**config.mk**
```make
export PLATFORM = sky130hd
export DESIGN_NAME = y_huff_bit_reader_flat
export DESIGN_NICKNAME = d
export VERILOG_FILES = /design/src/rtl/y_huff_bit_reader_if.sv /design/src/rtl/y_huff_bit_reader.sv /design/src/flat_wrapper.sv
export SDC_FILE = /design/constraint.sdc
export NUM_CORES = 1
export LEC_CHECK = 0
export CORE_MARGIN = 2
export CORE_UTILIZATION = 25
export DETAILED_ROUTE_END_ITERATION = 12
export PLACE_DENSITY = 0.45
export SLEW_MARGIN = 20
export SYNTH_ARGS = -nofsm -noshare
export SYNTH_HDL_FRONTEND = slang
export SYNTH_SLANG_ARGS = --single-unit
```
**constraint.sdc**
```tcl
create_clock -name clk -period 5.4 [get_ports clk]
set_input_delay 0.81 -clock clk [delete_from_list [all_inputs] [get_ports clk]]
set_output_delay 0.81 -clock clk [all_outputs]
set_load 0.01 [all_outputs]
```
**src/rtl/y_huff_bit_reader_if.sv**
```systemverilog
// Bitstream reader bus: word input, peek/consume window, status.
// stuff_cnt exists only when BYTE_UNSTUFF_EN is defined.
interface y_huff_bit_reader_if #(
    parameter int WORD_W = 32,
    parameter int PEEK_W = 16
);
    logic [WORD_W-1:0] in_data;
    logic [5:0]        in_bits;
    logic              in_valid;
    logic              in_ready;
    logic              flush;
    logic [PEEK_W-1:0] peek;
    logic [6:0]        avail;
    logic              consume_en;
    logic [4:0]        consume_n;
    logic              underflow;
`ifdef BYTE_UNSTUFF_EN
    logic [15:0]       stuff_cnt;

    modport master (output in_data, in_bits, in_valid, flush, consume_en, consume_n,
                    input  in_ready, peek, avail, underflow, stuff_cnt);
    modport slave  (input  in_data, in_bits, in_valid, flush, consume_en, consume_n,
                    output in_ready, peek, avail, underflow, stuff_cnt);
`else
    modport master (output in_data, in_bits, in_valid, flush, consume_en, consume_n,
                    input  in_ready, peek, avail, underflow);
    modport slave  (input  in_data, in_bits, in_valid, flush, consume_en, consume_n,
                    output in_ready, peek, avail, underflow);
`endif
endinterface

```
**src/rtl/y_huff_bit_reader.sv**
```systemverilog
// MSB-first bit reader feeding the Y Huffman decoder: 64-bit buffer, 16-bit peek, variable consume.
// Optional BYTE_UNSTUFF_EN removes JPEG 0x00 stuffing bytes that follow 0xFF.
`ifdef BYTE_UNSTUFF_EN
module y_huff_unstuff_lane (
    input  logic [7:0] byt,
    input  logic       prev_ff,
    input  logic       en,
    output logic       is_ff,
    output logic       rm
);
    assign is_ff = (byt == 8'hFF);
    assign rm    = en && prev_ff && (byt == 8'h00);
endmodule
`endif

module y_huff_bit_reader #(
    parameter int WORD_W = 32,
    parameter int PEEK_W = 16,
    parameter int BUF_W  = 64
) (
    input logic              clk,
    input logic              rst,
    y_huff_bit_reader_if.slave bus
);
    localparam int NBYTES = WORD_W / 8;

    logic [BUF_W-1:0]  bit_buf;
    logic [6:0]        cnt;
    logic              underflow_q;

    assign bus.peek      = bit_buf[BUF_W-1 -: PEEK_W];
    assign bus.avail     = cnt;
    assign bus.underflow = underflow_q;
    assign bus.in_ready  = (cnt <= 7'(BUF_W - WORD_W)) && !bus.flush;

    logic [5:0]        k_raw;
    logic [WORD_W-1:0] in_word;
    logic [WORD_W-1:0] app_word;
    logic [5:0]        app_k;
    logic              acc;

    assign k_raw   = (bus.in_bits > 6'(WORD_W)) ? 6'(WORD_W) : bus.in_bits;
    assign in_word = bus.in_data & ~({WORD_W{1'b1}} >> k_raw);
    assign acc     = bus.in_valid && bus.in_ready;

`ifdef BYTE_UNSTUFF_EN
    logic                   last_ff;
    logic                   last_ff_nxt;
    logic [15:0]            stuff_cnt;
    logic [2:0]             nb;
    logic [2:0]             rm_cnt;
    logic [2:0]             kept;
    logic [NBYTES-1:0][7:0] bytes;
    logic [NBYTES-1:0]      is_ff, rm, prev_ff;

    assign nb            = k_raw[5:3];
    assign bus.stuff_cnt = stuff_cnt;

    // Lane 0 is the oldest byte; its predecessor is the last byte of the previous word.
    for (genvar g = 0; g < NBYTES; g++) begin : g_lane
        assign bytes[g] = in_word[WORD_W-1-8*g -: 8];
        if (g == 0) begin : g_first
            assign prev_ff[g] = last_ff;
        end else begin : g_rest
            assign prev_ff[g] = is_ff[g-1];
        end
        y_huff_unstuff_lane u_lane (
            .byt    (bytes[g]),
            .prev_ff(prev_ff[g]),
            .en     (nb > 3'(g)),
            .is_ff  (is_ff[g]),
            .rm     (rm[g])
        );
    end

    always_comb begin
        app_word    = '0;
        kept        = 3'd0;
        rm_cnt      = 3'd0;
        last_ff_nxt = last_ff;
        for (int i = 0; i < NBYTES; i++) begin
            if (3'(i) < nb) begin
                last_ff_nxt = is_ff[i];
                if (rm[i]) begin
                    rm_cnt = rm_cnt + 3'd1;
                end else begin
                    app_word = app_word | ({bytes[i], {(WORD_W-8){1'b0}}} >> {kept, 3'b000});
                    kept     = kept + 3'd1;
                end
            end
        end
        app_k = {kept, 3'b000};
    end
`else
    assign app_word = in_word;
    assign app_k    = k_raw;
`endif

    logic             legal;
    logic [6:0]       cons;
    logic [6:0]       base;
    logic [BUF_W-1:0] nxt_buf;
    logic [6:0]       nxt_cnt;

    // Consume lands first; the appended word then starts at the post-consume tail.
    assign legal   = bus.consume_en && (bus.consume_n <= 5'(PEEK_W)) && ({2'b00, bus.consume_n} <= cnt);
    assign cons    = legal ? {2'b00, bus.consume_n} : 7'd0;
    assign base    = cnt - cons;
    assign nxt_buf = (bit_buf << cons) |
                     (acc ? ({app_word, {(BUF_W-WORD_W){1'b0}}} >> base) : {BUF_W{1'b0}});
    assign nxt_cnt = base + (acc ? {1'b0, app_k} : 7'd0);

    always_ff @(posedge clk or posedge rst) begin
        if (rst) begin
            bit_buf     <= '0;
            cnt         <= '0;
            underflow_q <= 1'b0;
`ifdef BYTE_UNSTUFF_EN
            last_ff     <= 1'b0;
            stuff_cnt   <= '0;
`endif
        end else if (bus.flush) begin
            bit_buf     <= '0;
            cnt         <= '0;
            underflow_q <= 1'b0;
`ifdef BYTE_UNSTUFF_EN
            last_ff     <= 1'b0;
            stuff_cnt   <= '0;
`endif
        end else begin
            bit_buf <= nxt_buf;
            cnt     <= nxt_cnt;
            if (bus.consume_en && !legal) underflow_q <= 1'b1;
`ifdef BYTE_UNSTUFF_EN
            if (acc) begin
                last_ff   <= last_ff_nxt;
                stuff_cnt <= stuff_cnt + 16'(rm_cnt);
            end
`endif
        end
    end
endmodule

```
**src/flat_wrapper.sv**
```systemverilog
// flat-port wrapper written by rule: the top's interface ports become plain ports
module y_huff_bit_reader_flat 
#(
    parameter int WORD_W = 32,
    parameter int PEEK_W = 16,
    parameter int BUF_W  = 64
)
  (clk, rst, bus_in_data, bus_in_bits, bus_in_valid, bus_flush, bus_consume_en, bus_consume_n, bus_in_ready, bus_peek, bus_avail, bus_underflow);
  y_huff_bit_reader_if #(.WORD_W(WORD_W), .PEEK_W(PEEK_W)) bus_i ();
  input logic clk;
  input logic rst;
  input wire logic [$bits(bus_i.in_data)-1:0] bus_in_data;
  input wire logic [$bits(bus_i.in_bits)-1:0] bus_in_bits;
  input wire logic [$bits(bus_i.in_valid)-1:0] bus_in_valid;
  input wire logic [$bits(bus_i.flush)-1:0] bus_flush;
  input wire logic [$bits(bus_i.consume_en)-1:0] bus_consume_en;
  input wire logic [$bits(bus_i.consume_n)-1:0] bus_consume_n;
  output wire logic [$bits(bus_i.in_ready)-1:0] bus_in_ready;
  output wire logic [$bits(bus_i.peek)-1:0] bus_peek;
  output wire logic [$bits(bus_i.avail)-1:0] bus_avail;
  output wire logic [$bits(bus_i.underflow)-1:0] bus_underflow;
  assign bus_i.in_data = bus_in_data;
  assign bus_i.in_bits = bus_in_bits;
  assign bus_i.in_valid = bus_in_valid;
  assign bus_i.flush = bus_flush;
  assign bus_i.consume_en = bus_consume_en;
  assign bus_i.consume_n = bus_consume_n;
  assign bus_in_ready = bus_i.in_ready;
  assign bus_peek = bus_i.peek;
  assign bus_avail = bus_i.avail;
  assign bus_underflow = bus_i.underflow;
  y_huff_bit_reader #(.WORD_W(WORD_W), .PEEK_W(PEEK_W), .BUF_W(BUF_W)) u_core (.clk(clk), .rst(rst), .bus(bus_i));
endmodule
```
## After elaboration in Yosys (flattened, before gate mapping)

Index checks and enable logic that the tools add are counted.

- Add/sub/neg operators: 2
- Order comparisons: 4
- Shift-type cells: 3
- Multiplexer cells: 8
- Bitwise gates (word level): 3
- Reduce and logical (&&, ||, !) cells: 8

Operators with widths:

| kind | count |
|---|---|
| 2-to-1 mux 64 bit | 2 |
| OR 64 bit | 1 |
| << shifter 64 x 7 -> 64 bit | 1 |
| right shift 64 x 7 -> 64 bit | 1 |
| AND 32 bit | 1 |
| inverter 32 bit | 1 |
| right shift 32 x 6 -> 32 bit, first input constant | 1 |
| 2-to-1 mux 6 bit | 2 |
| adder 7 bit | 1 |
| less-or-equal comparator 5 x 7 -> 1 bit | 1 |
| less-or-equal comparator 7 x 6 -> 1 bit, second input constant | 1 |
| 2-to-1 mux 7 bit | 1 |
| subtractor 7 bit | 1 |
| > comparator 6 bit, second input constant | 1 |
| less-or-equal comparator 5 bit, second input constant | 1 |
| logical AND 1 bit | 5 |
| 2-to-1 mux 5 bit | 1 |
| logical NOT 1 bit | 2 |
| 2-to-1 mux 1 bit | 2 |
| nonzero test 2 bit | 1 |

- Flip-flop bits (word level): 72
- Input bits: 48
- Output and inout port bits: 25
- Logic and storage cells: 31

## Logic depth before layout (Yosys ltp)

Gate-level depths: netlist of the first run.

- Word-level depth: 9
- Depth in mapped cells: 25
- Gate-level depth less buffers: 20

## Worst setup path before layout of the first run

Ideal clock, no wire load.

- Path type: in2reg
- From: input bus_consume_n[0]
- To: register u_core.cnt[6], in the netlist u_core.bus.avail[6]
- Setup time: 132 ps
- Data arrival time: 5,270 ps
- Required time: 5,268 ps
- Setup slack: -2 ps
- Cell stages on the path: 23
- Buffers on the path: 5
- Path through: buf_2 > inv_1 > buf_1 > ha_1 > nor2b_1 > o21a_1 > o21a_2 > nor3_2 > clkinv_1 > buf_1 > fa_1 > a211oi_1 > nor2_1 > xnor2_2 > inv_2 > clkbuf_1 > clkbuf_1 > ha_1 > inv_1 > o21bai_1 > a21oi_1 > xnor2_1 > nor2_1

- Word-level cells in the longest chain between the ends: 7
- Elaborated cells on any way between the ends: 8
- Classes of those cells: add/sub (2); order compare (2); mux (2); reduce/logical (2)

RTL lines:

| element | RTL line | text |
|---|---|---|
| from (decl) | flat_wrapper.sv:17 | `input wire logic [$bits(bus_i.consume_n)-1:0] bus_consume_n;` |
| less-or-equal comparator 5 bit | y_huff_bit_reader.sv:106 | `assign legal = bus.consume_en && (bus.consume_n <= 5'(PEEK_W)) && ({2'b00, bus.consume_n} <= cnt);` |
| logical AND 1 bit (2 in a row) | y_huff_bit_reader.sv:106 |  |
| 2-to-1 mux 5 bit (*) | y_huff_bit_reader.sv:107 | `assign cons = legal ? {2'b00, bus.consume_n} : 7'd0;` |
| subtractor 7 bit (*) | y_huff_bit_reader.sv:108 | `assign base = cnt - cons;` |
| adder 7 bit (*) | y_huff_bit_reader.sv:111 | `assign nxt_cnt = base + (acc ? {1'b0, app_k} : 7'd0);` |
| 2-to-1 mux 7 bit (*) | y_huff_bit_reader.sv:122 | `end else if (bus.flush) begin` |
| to (signal assigned) | y_huff_bit_reader.sv:132 | `cnt <= nxt_cnt;` |
| to (decl) | y_huff_bit_reader.sv:28 | `logic [6:0] cnt;` |

Mark *: on every way between the ends. The rest lies on a longest branch, timed or not.
A chain may end at the register's enable or synchronous reset.

## Worst setup path after layout of the first run

- From: input bus_consume_n[3]
- To: register u_core.bit_buf[56]

- Word-level cells in the longest chain between the ends: 9
- Elaborated cells on any way between the ends: 11
- Classes of those cells: add/sub (1); order compare (2); shift (2); mux (3); bitwise (1); reduce/logical (2)

RTL lines:

| element | RTL line | text |
|---|---|---|
| less-or-equal comparator 5 bit | y_huff_bit_reader.sv:106 |  |
| logical AND 1 bit (2 in a row) | y_huff_bit_reader.sv:106 |  |
| 2-to-1 mux 5 bit (*) | y_huff_bit_reader.sv:107 |  |
| subtractor 7 bit | y_huff_bit_reader.sv:108 |  |
| right shift 64 x 7 -> 64 bit | y_huff_bit_reader.sv:110 | `(acc ? ({app_word, {(BUF_W-WORD_W){1'b0}}} >> base) : {BUF_W{1'b0}});` |
| 2-to-1 mux 64 bit | y_huff_bit_reader.sv:110 |  |
| OR 64 bit (*) | y_huff_bit_reader.sv:109 | `assign nxt_buf = (bit_buf << cons) \|` |
| 2-to-1 mux 64 bit (*) | y_huff_bit_reader.sv:122 |  |
| to (signal assigned) | y_huff_bit_reader.sv:131 | `bit_buf <= nxt_buf;` |
| to (decl) | y_huff_bit_reader.sv:27 | `logic [BUF_W-1:0] bit_buf;` |

Marked as above.

==> results, run 1 <==
- The flow ran to the end, but the final reports show violations.
- The final reports fail on design-rule violations.
- The count of mapped cells out of synthesis is 1,472.
- The final hold violation count was 0.
- The clock sink count is 72.
- The unique cell type count in the Yosys netlist is between 90 and 100.
- In the routed design, unresolved DRC markers number 1.
- The worst clock skew on the final layout is 0.0183 ns.
- The mean routed wirelength per cell is 27.8 um.
- The pin count of the biggest net entering global routing is 54.
- After clock tree synthesis, the clock-pin slew on the worst setup and hold paths is 0.08 ns.
- The worst setup path is launched from an input port.
- The biggest area contributor in the post-synthesis netlist is sky130_fd_sc_hd__dfrtp_1.
- In this run the tool buffered the top-level ports with 72 buffer cells.
- The clock network burns 7.7% of the power.
- The worst hold margin is between 0.5 and 0.6 ns.
- The number of placed I/O pins is 73.
- The number of cells on the worst reg-to-reg path is 20.
- The signal on the critical path passes through clkdlybuf4s50_1 -> ha_1 -> and3_1 -> o21a_1 -> o21ai_2 -> buf_4 -> nand2_1 -> nor2_2 -> inv_1 -> ha_1 -> or3b_2 -> nand3_1 -> a211o_1 -> inv_1 -> or2_1 -> buf_12 -> nor3_1 -> buf_4 -> or4b_1 -> o211a_1.
- Setup violations remaining at the end of the flow were counted as 0.
- The overall power consumption is 0.00943 W.
- The number of search-and-repair iterations in the first detailed-routing pass is 10.
- In this run, synthesis inferred 0 flip-flops with an integrated enable.
- The number of buffers created by CTS is 9.
- After detailed routing, the total wire length is 59,900 um.
- Summed over all nets, the switching power comes to between 0.005 and 0.006 W.
- The core area is 0.0430 mm2.
- Cells fill between 30 and 40% of the core in the end.
- The max-cap check violation count is 0.
- The floorplan step defined a die boundary enclosing between 0.04 and 0.05 mm2.
- The headroom to the max-slew limit is a little under two fifths.
- The hold-fix buffer count after cts is 0.
- The detail route stage leaves a number of antenna-violating nets equal to 0.
- Of the cells placed in the final design, the portion with a size suffix greater than 1 is ~17%.
- By area the synthesized netlist is led by sky130_fd_sc_hd__dfrtp_1 (17%), sky130_fd_sc_hd__mux2i_1 (8.7%), sky130_fd_sc_hd__a21oi_1 (5.9%), sky130_fd_sc_hd__nor2_1 (4.4%), sky130_fd_sc_hd__o21ai_0 (4.3%).
- Dividing the detail-routed via count by the number of cells gives 6.26.
- The via count of the first global-routing pass is about 13,000.
- The cell area that synthesis handed to floorplanning was ~0.011 mm2.
- The end of the worst hold path is u_core.bus.underflow.
- The layout overhead on the synthesized area is 21.5%.
- The H-tree was split into 3 levels.
- The reg-to-reg critical path endpoint is u_core.bit_buf[56].
- The share of synthesized area occupied by flip-flops and latches is 16.6%.
- The min-delay analysis places its worst path in the category flop to flop.
- The fraction of power spent switching nets is 55.7%.
- The proportion of power drawn by flip-flops and latches is between 10% and 20%.
- Subtracting the final worst setup slack from the clock period gives around 5.1 ns.
- The number of placement rows is 76.
- In the synthesized netlist the dominant register cell turns out to be sky130_fd_sc_hd__dfrtp_1.
- The maximum VDD drop is 0.292 mV.
- The floorplan step set the die width to about 210 um.
- The setup TNS is 0 ns.
- The data arrival at the endpoint of the critical path is between 5 and 6 ns.
- The max-slew violation count is 0.
- The first global-routing pass estimated just under 90,000 um of wire.
- The required time of the worst setup path is between 5 and 6 ns.
- Together, buffers and inverters on the worst path number 6.
- The initial DRC count is between 1,500 and 2,000.
- Counting along the longest clock path gives a buffer depth of 2.
- Clock latency on the worst-skew pair, taken at its later pin, is around 0.36 ns.
- The slew at the pin closest to its max-slew limit is approximately 0.95 ns.
- CTS placed an instance of sky130_fd_sc_hd__clkbuf_16 at the clock tree root.
- The instance count on the critical path is 20.
- The worst setup path is captured at a flop.
- The number of antenna violations at the first check in global routing is 0.
- After synthesis, the mean cell area works out to 7.39 um2.
- TritonCTS built the clock tree.
- In this run the static leakage power is 5.27 nW.
- For this run the aggregate overflow at the end of global routing stands at 0.
- For this run, asynchronously set or reset flops after synthesis account for 100%.
- The number of nets at the end of the flow is roughly 1,600.
- The startpoint of the lowest-slack hold path is u_core.bus.underflow.
- The worst setup path is of the input port to flop kind.
- Summed over its instances, the top area cell type makes up between 15 and 20% of the synthesized netlist area.
- For this run, the top clock speed supported by timing is ~200 MHz.
- Counting every net in the synthesized netlist gives 1,538.
- The power density of the placed cells is slightly above 700 mW/mm2.
- The number of stages on the worst hold path is 2.
- The worst path meets setup with roughly 0.33 ns of slack.
- The initial standard-cell utilization of the core is 25.3%.
- Across all layers, the routed design uses between 10,000 and 15,000 vias.
- The family of cells with the greatest summed delay on the critical path is simple AND/OR/NAND/NOR gates.
- At the placement stage, the worst setup path has a slack of -0.123 ns.
- The maximum single-stage delay on the critical path is approximately 0.54 ns.
- The internal power of the cells totals approximately 0.0042 W.
- The worst-path maximum fanout is 30.
- For this run, the total global-route usage over all layers was measured as roughly a quarter.
- The sum of net half-perimeters after detailed placement is approximately 45,000 um.
- The count of synthesis-stage warnings from yosys is 0.
- The vertical die dimension is ~210 um.
- The largest individual stage delay along the critical path comes from the cell sky130_fd_sc_hd__clkdlybuf4s50_1.
- The number of antenna diodes in the final layout is 0.
- Setup repair after global routing left no endpoint under its margin.
- The combinational fraction of design power is around 80%.
- The routability congestion estimate from global placement is roughly 0.97.
- For flop-to-flop paths, the worst setup slack is 0.72 ns.
- The source of the worst register-to-register timing path is u_core.bus.avail[1].
- Synthesis inferred approximately 70 register bits.
- Of the available clock period, the critical path in the final layout requires 93.8%.
stage by stage:
step,std cells,area (um2)
3_3_place_gp,2135,12900
6_report,2151,13200
3_5_place_dp,2135,12900
4_1_cts,2151,13200
5_1_grt,2151,13200
2_1_floorplan,1472,10900
power by group through the flow:
stage	clock, W	sequential, W	combinational, W
floorplan	0	0.000912	0.00415
global placement	0	0.00111	0.00740
detailed placement	0	0.00110	0.00736
CTS	0.000720	0.00109	0.00739
global route	0.000740	0.00112	0.00801
finish	0.000725	0.00111	0.00760
final cells by class:
class / instances / area, um2
Tap cell: 585 / 732
Clock buffer: 12 / 256
Clock inverter: 4 / 76.3
Multi-Input combinational cell: 1204 / 8220
Inverter: 42 / 158
Timing Repair Buffer: 232 / 1970
Sequential cell: 72 / 1800
Fill cell: 4721 / 29800
metal layers:
layer	GRT usage [%]	routed length (um)
met5	0	0
met4	12.2	3040
met3	4.59	5630
met2	39.8	25900
met1	35.4	25300
cell usage after synthesis, types with 7 or more instances:
cell type,instances
sky130_fd_sc_hd__nor3_1,52
sky130_fd_sc_hd__and2_1,15
sky130_fd_sc_hd__mux2i_1,95
sky130_fd_sc_hd__a21o_1,13
sky130_fd_sc_hd__o22ai_1,58
sky130_fd_sc_hd__o21ai_0,93
sky130_fd_sc_hd__a221oi_1,16
sky130_fd_sc_hd__clkbuf_1,62
sky130_fd_sc_hd__a22o_1,11
sky130_fd_sc_hd__a21oi_1,128
sky130_fd_sc_hd__o21a_1,13
sky130_fd_sc_hd__nand3_1,33
sky130_fd_sc_hd__nand2b_1,12
sky130_fd_sc_hd__a22oi_1,21
sky130_fd_sc_hd__a211oi_1,30
sky130_fd_sc_hd__nor4_1,14
sky130_fd_sc_hd__o21ai_1,9
sky130_fd_sc_hd__a2bb2oi_1,23
sky130_fd_sc_hd__a221o_1,8
sky130_fd_sc_hd__o2bb2ai_1,11
sky130_fd_sc_hd__nor2b_1,7
sky130_fd_sc_hd__o221ai_1,12
sky130_fd_sc_hd__nand2_1,105
sky130_fd_sc_hd__nor2_1,127
sky130_fd_sc_hd__o31ai_1,13
sky130_fd_sc_hd__ha_1,16
sky130_fd_sc_hd__a31oi_1,18
sky130_fd_sc_hd__buf_1,16
sky130_fd_sc_hd__a211o_1,22
sky130_fd_sc_hd__nand4_1,8
sky130_fd_sc_hd__or3_1,15
sky130_fd_sc_hd__and3_1,10
sky130_fd_sc_hd__o32ai_1,7
sky130_fd_sc_hd__o22a_1,12
sky130_fd_sc_hd__inv_1,37
sky130_fd_sc_hd__o211ai_1,20
sky130_fd_sc_hd__buf_2,50
sky130_fd_sc_hd__dfrtp_1,72
sky130_fd_sc_hd__buf_4,24
sky130_fd_sc_hd__mux2_2,32
sky130_fd_sc_hd__mux4_2,8
tightest hold or removal path, stage by stage (launching register included):
cell and delay (ns):
sky130_fd_sc_hd__dfrtp_1 0.36, sky130_fd_sc_hd__a21oi_1 0.05, sky130_fd_sc_hd__nor2_1 0.08
layout by cell type (no fill, tap or decap), drive strengths merged, types with 10 or more instances in the layout:
cell type / netlist / final
a21oi: 128 / 128
o221ai: 12 / 12
a221oi: 17 / 17
nor4: 14 / 14
mux2: 32 / 32
nand3: 33 / 33
nor3: 55 / 55
nand2b: 12 / 12
inv: 41 / 41
dfrtp: 72 / 72
a31oi: 18 / 18
a22oi: 22 / 22
o31ai: 14 / 14
mux2i: 95 / 95
nor2: 129 / 129
or3: 15 / 15
and3: 10 / 10
o2bb2ai: 11 / 11
o211ai: 20 / 20
clkbuf: 62 / 12
o21ai: 102 / 102
ha: 16 / 16
a211o: 22 / 22
o21a: 14 / 14
a22o: 11 / 11
a2bb2oi: 23 / 23
and2: 15 / 15
buf: 92 / 164
o22ai: 58 / 58
a21o: 13 / 13
nand2: 106 / 106
a211oi: 32 / 32
clkdlybuf4s50: 0 / 68
o22a: 12 / 12
flip-flops by register name, indices dropped and copies added, names as in the netlist:
signal / flops
u_core.bit_buf: 64
u_core.bus.avail: 7
u_core.bus.underflow: 1
logic make-up after synthesis:
| kind of cell | after synthesis | synth area share (%) |
|---|---|---|
| compound gates | 613 | 39.4 |
| xor+xnor | 9 | 0.932 |
| simple gates | 429 | 18.9 |
| buf+inv | 196 | 8.30 |
| mux | 135 | 13.7 |
| fa+ha+maj | 18 | 2.21 |
| flops | 72 | 16.6 |
worst max path at each step:
stage                     start                   to
6_report       bus_consume_n[3]   u_core.bit_buf[56]
2_1_floorplan  bus_consume_n[0]  u_core.bus.avail[6]
5_1_grt        bus_consume_n[3]    u_core.bit_buf[4]
3_3_place_gp   bus_consume_n[3]    u_core.bit_buf[5]
4_1_cts        bus_consume_n[3]    u_core.bit_buf[5]
3_5_place_dp   bus_consume_n[3]    u_core.bit_buf[5]
repair_timing:
action	in CTS	in global routing
buffers inserted	0	0
setup endpoints to repair	0	1
endpoints found under the hold margin	0	0
gates resized for setup	0	1
Note: power is estimated with default switching activity, not from simulation.
==> inputs of run 2 (changes only) <==
- SLEW_MARGIN: 20 -> not set
==> results of run 2 <==
Same layout as run 1: the final DEF is identical, and so are final timing and power.
